## config.mk

```make
export PLATFORM = sky130hd
export DESIGN_NAME = game_ctrl
export DESIGN_NICKNAME = d
export VERILOG_FILES = /design/src/rtl/game_ctrl.sv
export SDC_FILE = /design/constraint.sdc
export NUM_CORES = 1
export LEC_CHECK = 0
export CORE_MARGIN = 8
export CORE_UTILIZATION = 40
export CTS_CLUSTER_SIZE = 20
export DETAILED_ROUTE_END_ITERATION = 10
export GPL_TIMING_DRIVEN = 0
export PLACE_DENSITY = 0.65
export SYNTH_ARGS = -nofsm -noshare
export SYNTH_HDL_FRONTEND = slang
export SYNTH_SLANG_ARGS = --single-unit
```

## constraint.sdc

```tcl
create_clock -name clk -period 5.13 [get_ports clk]
set_input_delay 1.539 -clock clk [delete_from_list [all_inputs] [get_ports clk]]
set_output_delay 1.539 -clock clk [all_outputs]
set_load 0.005 [all_outputs]
```

## src/rtl/game_ctrl.sv

```systemverilog
// Game sequencer: TITLE/PLAY/PAUSE/OVER state machine with round timer, life counters and
// winner decision, feeding the VGA renderer's state word.
module game_ctrl #(
  parameter int unsigned FRAMES_PER_SEC = 60,
  parameter int unsigned ROUND_SEC      = 99,
  parameter int unsigned TIMER_W        = 7,
  parameter int unsigned START_LIVES    = 3,
  parameter int unsigned LIVES_W        = 2
) (
  input  logic               clk,
  input  logic               rst,
  input  logic               i_start,
  input  logic               i_pause,
  input  logic               i_frame_tick,
  input  logic               i_hit_p1,
  input  logic               i_hit_p2,
  output logic [1:0]         o_state,
  output logic               o_game_en,
  output logic [TIMER_W-1:0] o_timer,
  output logic [LIVES_W-1:0] o_p1_lives,
  output logic [LIVES_W-1:0] o_p2_lives,
  output logic [1:0]         o_winner
);

  localparam int unsigned FrameW = (FRAMES_PER_SEC > 1) ? $clog2(FRAMES_PER_SEC) : 1;
  localparam logic [FrameW-1:0]  FrameLast = FrameW'(FRAMES_PER_SEC - 1);
  localparam logic [TIMER_W-1:0] TimerInit = TIMER_W'(ROUND_SEC);
  localparam logic [LIVES_W-1:0] LivesInit = LIVES_W'(START_LIVES);

  typedef enum logic [1:0] {
    StTitle = 2'b00,
    StPlay  = 2'b01,
    StPause = 2'b10,
    StOver  = 2'b11
  } state_e;

  localparam logic [1:0] WinNone = 2'b00;
  localparam logic [1:0] WinP1   = 2'b01;
  localparam logic [1:0] WinP2   = 2'b10;
  localparam logic [1:0] WinDraw = 2'b11;

  state_e             state_q, state_d;
  logic               game_en_q, game_en_d;
  logic [TIMER_W-1:0] timer_q, timer_d;
  logic [LIVES_W-1:0] p1_q, p1_d, p2_q, p2_d;
  logic [1:0]         winner_q, winner_d;
  logic [FrameW-1:0]  frame_q, frame_d;
  logic               start_prev_q, pause_prev_q;

  logic               start_e, pause_e;
  logic [LIVES_W-1:0] p1_play, p2_play;
  logic [TIMER_W-1:0] timer_play;
  logic [FrameW-1:0]  frame_play;

  assign start_e = i_start & ~start_prev_q;
  assign pause_e = i_pause & ~pause_prev_q;

  // Post-update PLAY values; the end-of-round decision looks at these, not the old state.
  always_comb begin
    p1_play    = p1_q;
    p2_play    = p2_q;
    timer_play = timer_q;
    frame_play = frame_q;
    if (i_hit_p1 && (p1_q != '0)) p1_play = p1_q - 1'b1;
    if (i_hit_p2 && (p2_q != '0)) p2_play = p2_q - 1'b1;
    if (i_frame_tick) begin
      if (frame_q == FrameLast) begin
        frame_play = '0;
        if (timer_q != '0) timer_play = timer_q - 1'b1;
      end else begin
        frame_play = frame_q + 1'b1;
      end
    end
  end

  always_comb begin
    state_d  = state_q;
    timer_d  = timer_q;
    p1_d     = p1_q;
    p2_d     = p2_q;
    winner_d = winner_q;
    frame_d  = frame_q;
    unique case (state_q)
      StTitle: begin
        if (start_e) begin
          state_d  = StPlay;
          timer_d  = TimerInit;
          p1_d     = LivesInit;
          p2_d     = LivesInit;
          frame_d  = '0;
          winner_d = WinNone;
        end
      end
      StPlay: begin
        timer_d = timer_play;
        p1_d    = p1_play;
        p2_d    = p2_play;
        frame_d = frame_play;
        if ((p1_play == '0) && (p2_play == '0)) begin
          state_d  = StOver;
          winner_d = WinDraw;
        end else if (p1_play == '0) begin
          state_d  = StOver;
          winner_d = WinP2;
        end else if (p2_play == '0) begin
          state_d  = StOver;
          winner_d = WinP1;
        end else if (timer_play == '0) begin
          state_d = StOver;
          if (p1_play > p2_play)      winner_d = WinP1;
          else if (p2_play > p1_play) winner_d = WinP2;
          else                        winner_d = WinDraw;
        end else if (pause_e) begin
          state_d = StPause;
        end
      end
      StPause: begin
        if (pause_e) state_d = StPlay;
      end
      StOver: begin
        if (start_e) state_d = StTitle;
      end
      default: state_d = StTitle;
    endcase
    game_en_d = (state_d == StPlay);
  end

  always_ff @(posedge clk or posedge rst) begin
    if (rst) begin
      state_q      <= StTitle;
      game_en_q    <= 1'b0;
      timer_q      <= TimerInit;
      p1_q         <= LivesInit;
      p2_q         <= LivesInit;
      winner_q     <= WinNone;
      frame_q      <= '0;
      start_prev_q <= 1'b1;
      pause_prev_q <= 1'b1;
    end else begin
      state_q      <= state_d;
      game_en_q    <= game_en_d;
      timer_q      <= timer_d;
      p1_q         <= p1_d;
      p2_q         <= p2_d;
      winner_q     <= winner_d;
      frame_q      <= frame_d;
      start_prev_q <= i_start;
      pause_prev_q <= i_pause;
    end
  end

  assign o_state    = state_q;
  assign o_game_en  = game_en_q;
  assign o_timer    = timer_q;
  assign o_p1_lives = p1_q;
  assign o_p2_lives = p2_q;
  assign o_winner   = winner_q;

endmodule
```

== After elaboration in Yosys (flattened, before gate mapping) ==
Index checks and enable logic that the tools add are counted.

* Muxes and demuxes: 31
* Equal/unequal tests: 8
* Reductions and logical operators: 14
* Add/subtract/negate cells: 4
* Bitwise operators: 4
* $lt $le $gt $ge: 2

{| class="wikitable"
|+ Operators with widths
! kind !! number
|-
| $mux W2 || 17
|-
| $mux W7 || 4
|-
| $mux W6 || 3
|-
| $pmux W7 S2 || 1
|-
| $pmux W2 S2 || 3
|-
| $pmux W6 S2 || 1
|-
| $pmux W2 S4 || 1
|-
| $logic_not A7 Y1 || 1
|-
| $reduce_bool A7 Y1 || 1
|-
| $sub A7 B1 Y7 const B || 1
|-
| $add A6 B1 Y6 const B || 1
|-
| $eq A6 B6 Y1 const B || 1
|-
| $logic_not A2 Y1 || 3
|-
| $reduce_and A3 Y1 || 2
|-
| $reduce_bool A2 Y1 || 3
|-
| $ne A5 B5 Y1 const B || 1
|-
| $eq A2 B1 Y1 const B || 2
|-
| $eq A2 B2 Y1 const B || 2
|-
| $gt A2 B2 Y1 || 2
|-
| $ne A2 B2 Y1 const B || 2
|-
| $sub A2 B1 Y2 const B || 2
|-
| $logic_and A1 B1 Y1 || 3
|-
| $and A1 B1 Y1 || 2
|-
| $not A1 Y1 || 2
|-
| 2 further kinds || 2
|}

* Bits in registers: 24
* Word-level logic and storage cells: 72
* Output and inout port bits: 16
* Input bits: 7

== Longest topological paths before layout ==
* Depth in word-level cells: 11
* Mapped depth: 11

== Worst setup path after synthesis ==
Ideal clock, no wire load.

* Kind: input to register
* Start point: input i_hit_p2
* End point: register winner_q[0], in the netlist o_winner[0]
* Cell stages on the path: 9
* Required time: 5.043 ns
* Slack: 2.241 ns
* Arrival: 2.803 ns
* Setup time: 0.087 ns
* Path through: nor2b_1 > nor2_1 > a21oi_1 > ha_1 > a21oi_1 > a21oi_1 > o21bai_1 > nand2_1 > o211ai_1

* Longest elaborated chain between the ends: 10
* Elaborated cells on any way between the ends: 15
* Those cells by class: order compare (2); eq/ne (1); mux (8); reduce/logical (4)

{| class="wikitable"
|+ Ends and longest elaborated chain
! element !! line !! source
|-
| start, declared || 16 || <nowiki>input logic i_hit_p2,</nowiki>
|-
| $logic_and A1 B1 Y1 * || 65 || <nowiki>if (i_hit_p2 && (p2_q != '0)) p2_play = p2_q - 1'b1;</nowiki>
|-
| $mux W2 * || 65 ||
|-
| $gt A2 B2 Y1 || 111 || <nowiki>else if (p2_play > p1_play) winner_d = WinP2;</nowiki>
|-
| $mux W1 || 111 ||
|-
| $mux W2 || 110 || <nowiki>if (p1_play > p2_play) winner_d = WinP1;</nowiki>
|-
| $mux W2 || 108 || <nowiki>end else if (timer_play == '0) begin</nowiki>
|-
| $mux W2 || 105 || <nowiki>end else if (p2_play == '0) begin</nowiki>
|-
| $mux W2 || 102 || <nowiki>end else if (p1_play == '0) begin</nowiki>
|-
| $mux W2 || 99 || <nowiki>if ((p1_play == '0) && (p2_play == '0)) begin</nowiki>
|-
| $pmux W2 S2 || 83 || <nowiki>unique case (state_q)</nowiki>
|-
| end signal, assigned || 135 || <nowiki>winner_q <= WinNone;</nowiki>
|-
| end signal, assigned || 145 || <nowiki>winner_q <= winner_d;</nowiki>
|-
| end, declared || 46 || <nowiki>logic [1:0] winner_q, winner_d;</nowiki>
|}

Every way passes the cells marked *; elsewhere a longest branch is shown, timed or not. The select of a mux whose other input is x is not followed.
A chain may end at the register's enable or synchronous reset.

== Final worst setup path ==
* Start point: input i_frame_tick
* End point: register state_q[1], in the netlist o_state[1]

* Longest elaborated chain between the ends: 7

{| class="wikitable"
|+ Ends and longest elaborated chain
! element !! line !! source
|-
| start, declared || 14 || <nowiki>input logic i_frame_tick,</nowiki>
|-
| $mux W7 || 66 || <nowiki>if (i_frame_tick) begin</nowiki>
|-
| $logic_not A7 Y1 || 108 ||
|-
| $mux W2 || 108 ||
|-
| $mux W2 || 105 ||
|-
| $mux W2 || 102 ||
|-
| $mux W2 || 99 ||
|-
| $pmux W2 S4 || 83 ||
|-
| net state_d[1] || 42 || <nowiki>state_e state_q, state_d;</nowiki>
|-
| end signal, assigned || 130 || <nowiki>state_q <= StTitle;</nowiki>
|-
| end signal, assigned || 140 || <nowiki>state_q <= state_d;</nowiki>
|-
| end, declared || 42 ||
|}

The timed path passes the listed nets, and every way through them passes these cells.

==> results.cfg <==
[die]
die-area_sq_um = 6060
coreArea_sq_um = 3660
io_pins = 23
fp.dieH_um = 77.9
rows = 22
start_util = 0.418
die_w_um = 77.9

[critical_path]
worst_ep_arrival_time_ns = 3.56
critPathLaunchType = input port
endpoint_kind = flip-flop
cp_max_fo = 5
path_class = in2reg
required_ns = 5.31

[cts]
clk_pin_slew_ns = 0.09
cts_tree = yes
cts_buffers = 3
cts_buffer_depth = 2
clk_latency_ns = 0.27
post-cts-setup-buffer-count = 0
cts_root_buf = clkbuf_8
hold_buffers = 0
cts_sinks = 24
cts_resized = 0
htree_levels = 1

[synth]
synthTopCellsByCount = nor2_1 (20), inv_1 (16), o21ai_0 (16)
synth_edf_count = 0
synth_area_leaders = dfrtp_1 (23%), dfstp_2 (17%), ha_1 (5.7%)
synth.most_common_cell = nor2_1
synth.cell_area_sq_um = 1530
synthArstFlopShare = 1.00
synth_warnings = 0
postSynthCellCount = 169
ys_seq_elements = 24
mappedNetlistNets = 183
yosys.area.top_type_share = 0.229
syn_area_per_cell_sq_um = 9.05
yosysTopAreaCell = dfrtp_1
synth_flop_cell = dfrtp_1
ys_types = 47
seq_area_frac_synth = 0.401

[finish]
final_cells = 243
fill_cells = 348
syn_to_final_growth_pct = 23.0
antenna_cells = 0
utilization = 0.514
drive_gt1_frac = 0.138
fin_nets = 210

[placed_design]
portBuffers = 22
placed_cells = 239
dp_hpwl_um = 2740
place.gp.congestion = 0.810

[timing]
finalHoldViolations = 0
layout_worst_path_cycle_share = 0.659
fmax_ghz = 0.296
finalSetupViolCount = 0
maxSlewViolCount = 0
rsz0062_at_grt = no
fin_tns_setup_ns = 0
tightest_slew_ns = 0.916
maxSlewHeadroom = 0.389
timing.hold.ws_ns = 0.521
period_needed_ns = 3.38
finalClockSkew_ns = 0.00543

[global_routing]
antenna_found_initial = 0
gr-total-overflow = 0
grt_pass1_wl_um = 6240
grt_pass1_vias = 1284
grt_use_total = 0.123
grt_start_max_net_pins = 25

[drt]
wl_per_cell_um = 15.0
drc = 0
drt-total-wl_um = 3630
detail-route-antenna-nets = 0
drtIter0Drc = 83
vias = 1387
viasPerCell = 5.71
first_pass_iters = 4

[pwr]
p_per_area_nw_per_um2 = 475
leakagePower_nw = 0.802
irDropWorstVdd_mv = 0.231

[status]
outcome = completed

[worst_hold_path]
min_path_type = reg2reg

[job]
max_cap_viol_count = 0
-- layer usage --
layer	track usage	routed length (um)	vias up
li1	-	-	663
met1	0.154	1630	681
met2	0.204	1750	39
met3	0.0300	211	4
met4	0.0358	44	0
met5	0	0	-
-- worst paths after layout --
| kind | from | to | slack, ns | cells after the start |
|---|---|---|---|---|
| worst max-delay path | i_frame_tick | o_state[1] | 1.75 | 7 |
| worst min-delay path | o_p2_lives[1] | o_p2_lives[1] | 0.52 | 2 |
| worst max register to register | o_timer[0] | o_state[1] | 2.59 | 8 |
| worst min register to register | o_p2_lives[1] | o_p2_lives[1] | 0.52 | 2 |
| max in group asynchronous | rst | frame_q[3] | 2.81 | 2 |
| min in group asynchronous | rst | o_game_en | 1.77 | 2 |
-- where the power goes --
part           switching [mW]  internal [mW]
sequential             0.0528          0.252
clock                  0.0630          0.104
combinational           0.235          0.186
total                   0.351          0.543
-- worst max-delay path: stages --
cell             delay [ns]
clkdlybuf4s50_1        0.56
nand4b_4               0.16
nor4_1                 0.31
mux2i_1                0.31
nand4_2                0.17
or2_4                  0.28
a41oi_1                0.22
-- through the flow --
| stage | power [mW] | cell area [sq um] | worst slack (ns) |
|---|---|---|---|
| 2_1_floorplan | 0.570 | 1530 | 2.24 |
| 3_5_place_dp | 0.728 | 1810 | 1.46 |
| 6_report | 0.894 | 1880 | 1.75 |
| 4_1_cts | 0.898 | 1880 | 1.71 |
| 5_1_grt | 0.965 | 1880 | 1.60 |
| 3_3_place_gp | 0.711 | 1810 | 1.50 |
-- registers in the layout, summed over array words and instances, names as in the netlist --
register and flops:
o_timer 7, frame_q 6, o_p1_lives 2, o_p2_lives 2, o_state 2, o_winner 2
o_game_en 1, pause_prev_q 1, start_prev_q 1
-- cell usage in the layout (no fill, tap or decap), types with 3 or more instances in the layout --
master and count:
o21ai_0 16, nor2_1 20, nand3_1 5, mux2i_1 4, nand2_1 10, ha_1 7
dfrtp_1 14, clkbuf_8 3, a21oi_1 12, clkdlybuf4s50_1 22, inv_1 16, a22oi_1 4
dfstp_2 10, nor2b_1 3
-- cells by family after synthesis --
kind of cell             Yosys count  share of synthesized area
XOR/XNOR                           4                     0.0229
multiplexers                       4                     0.0262
buffers and inverters             18                     0.0450
AND/OR/NAND/NOR                   58                      0.224
adder cells (fa/ha/maj)            7                     0.0572
AO/OA/AOI/OAI                     54                      0.224
flip-flops                        24                      0.401
-- cell type report --
cell class	count	area, sq um	share of cell area
timing repair buffer	22	220	0.117
tap	48	60.1	0.0319
clock inverter	1	30.0	0.0160
sequential	24	613	0.326
multi-input combinational	127	848	0.451
buffer	2	8.76	0.00465
inverter	16	60.1	0.0319
clock buffer	3	41.3	0.0219
Power figures use the tool's default switching activity.
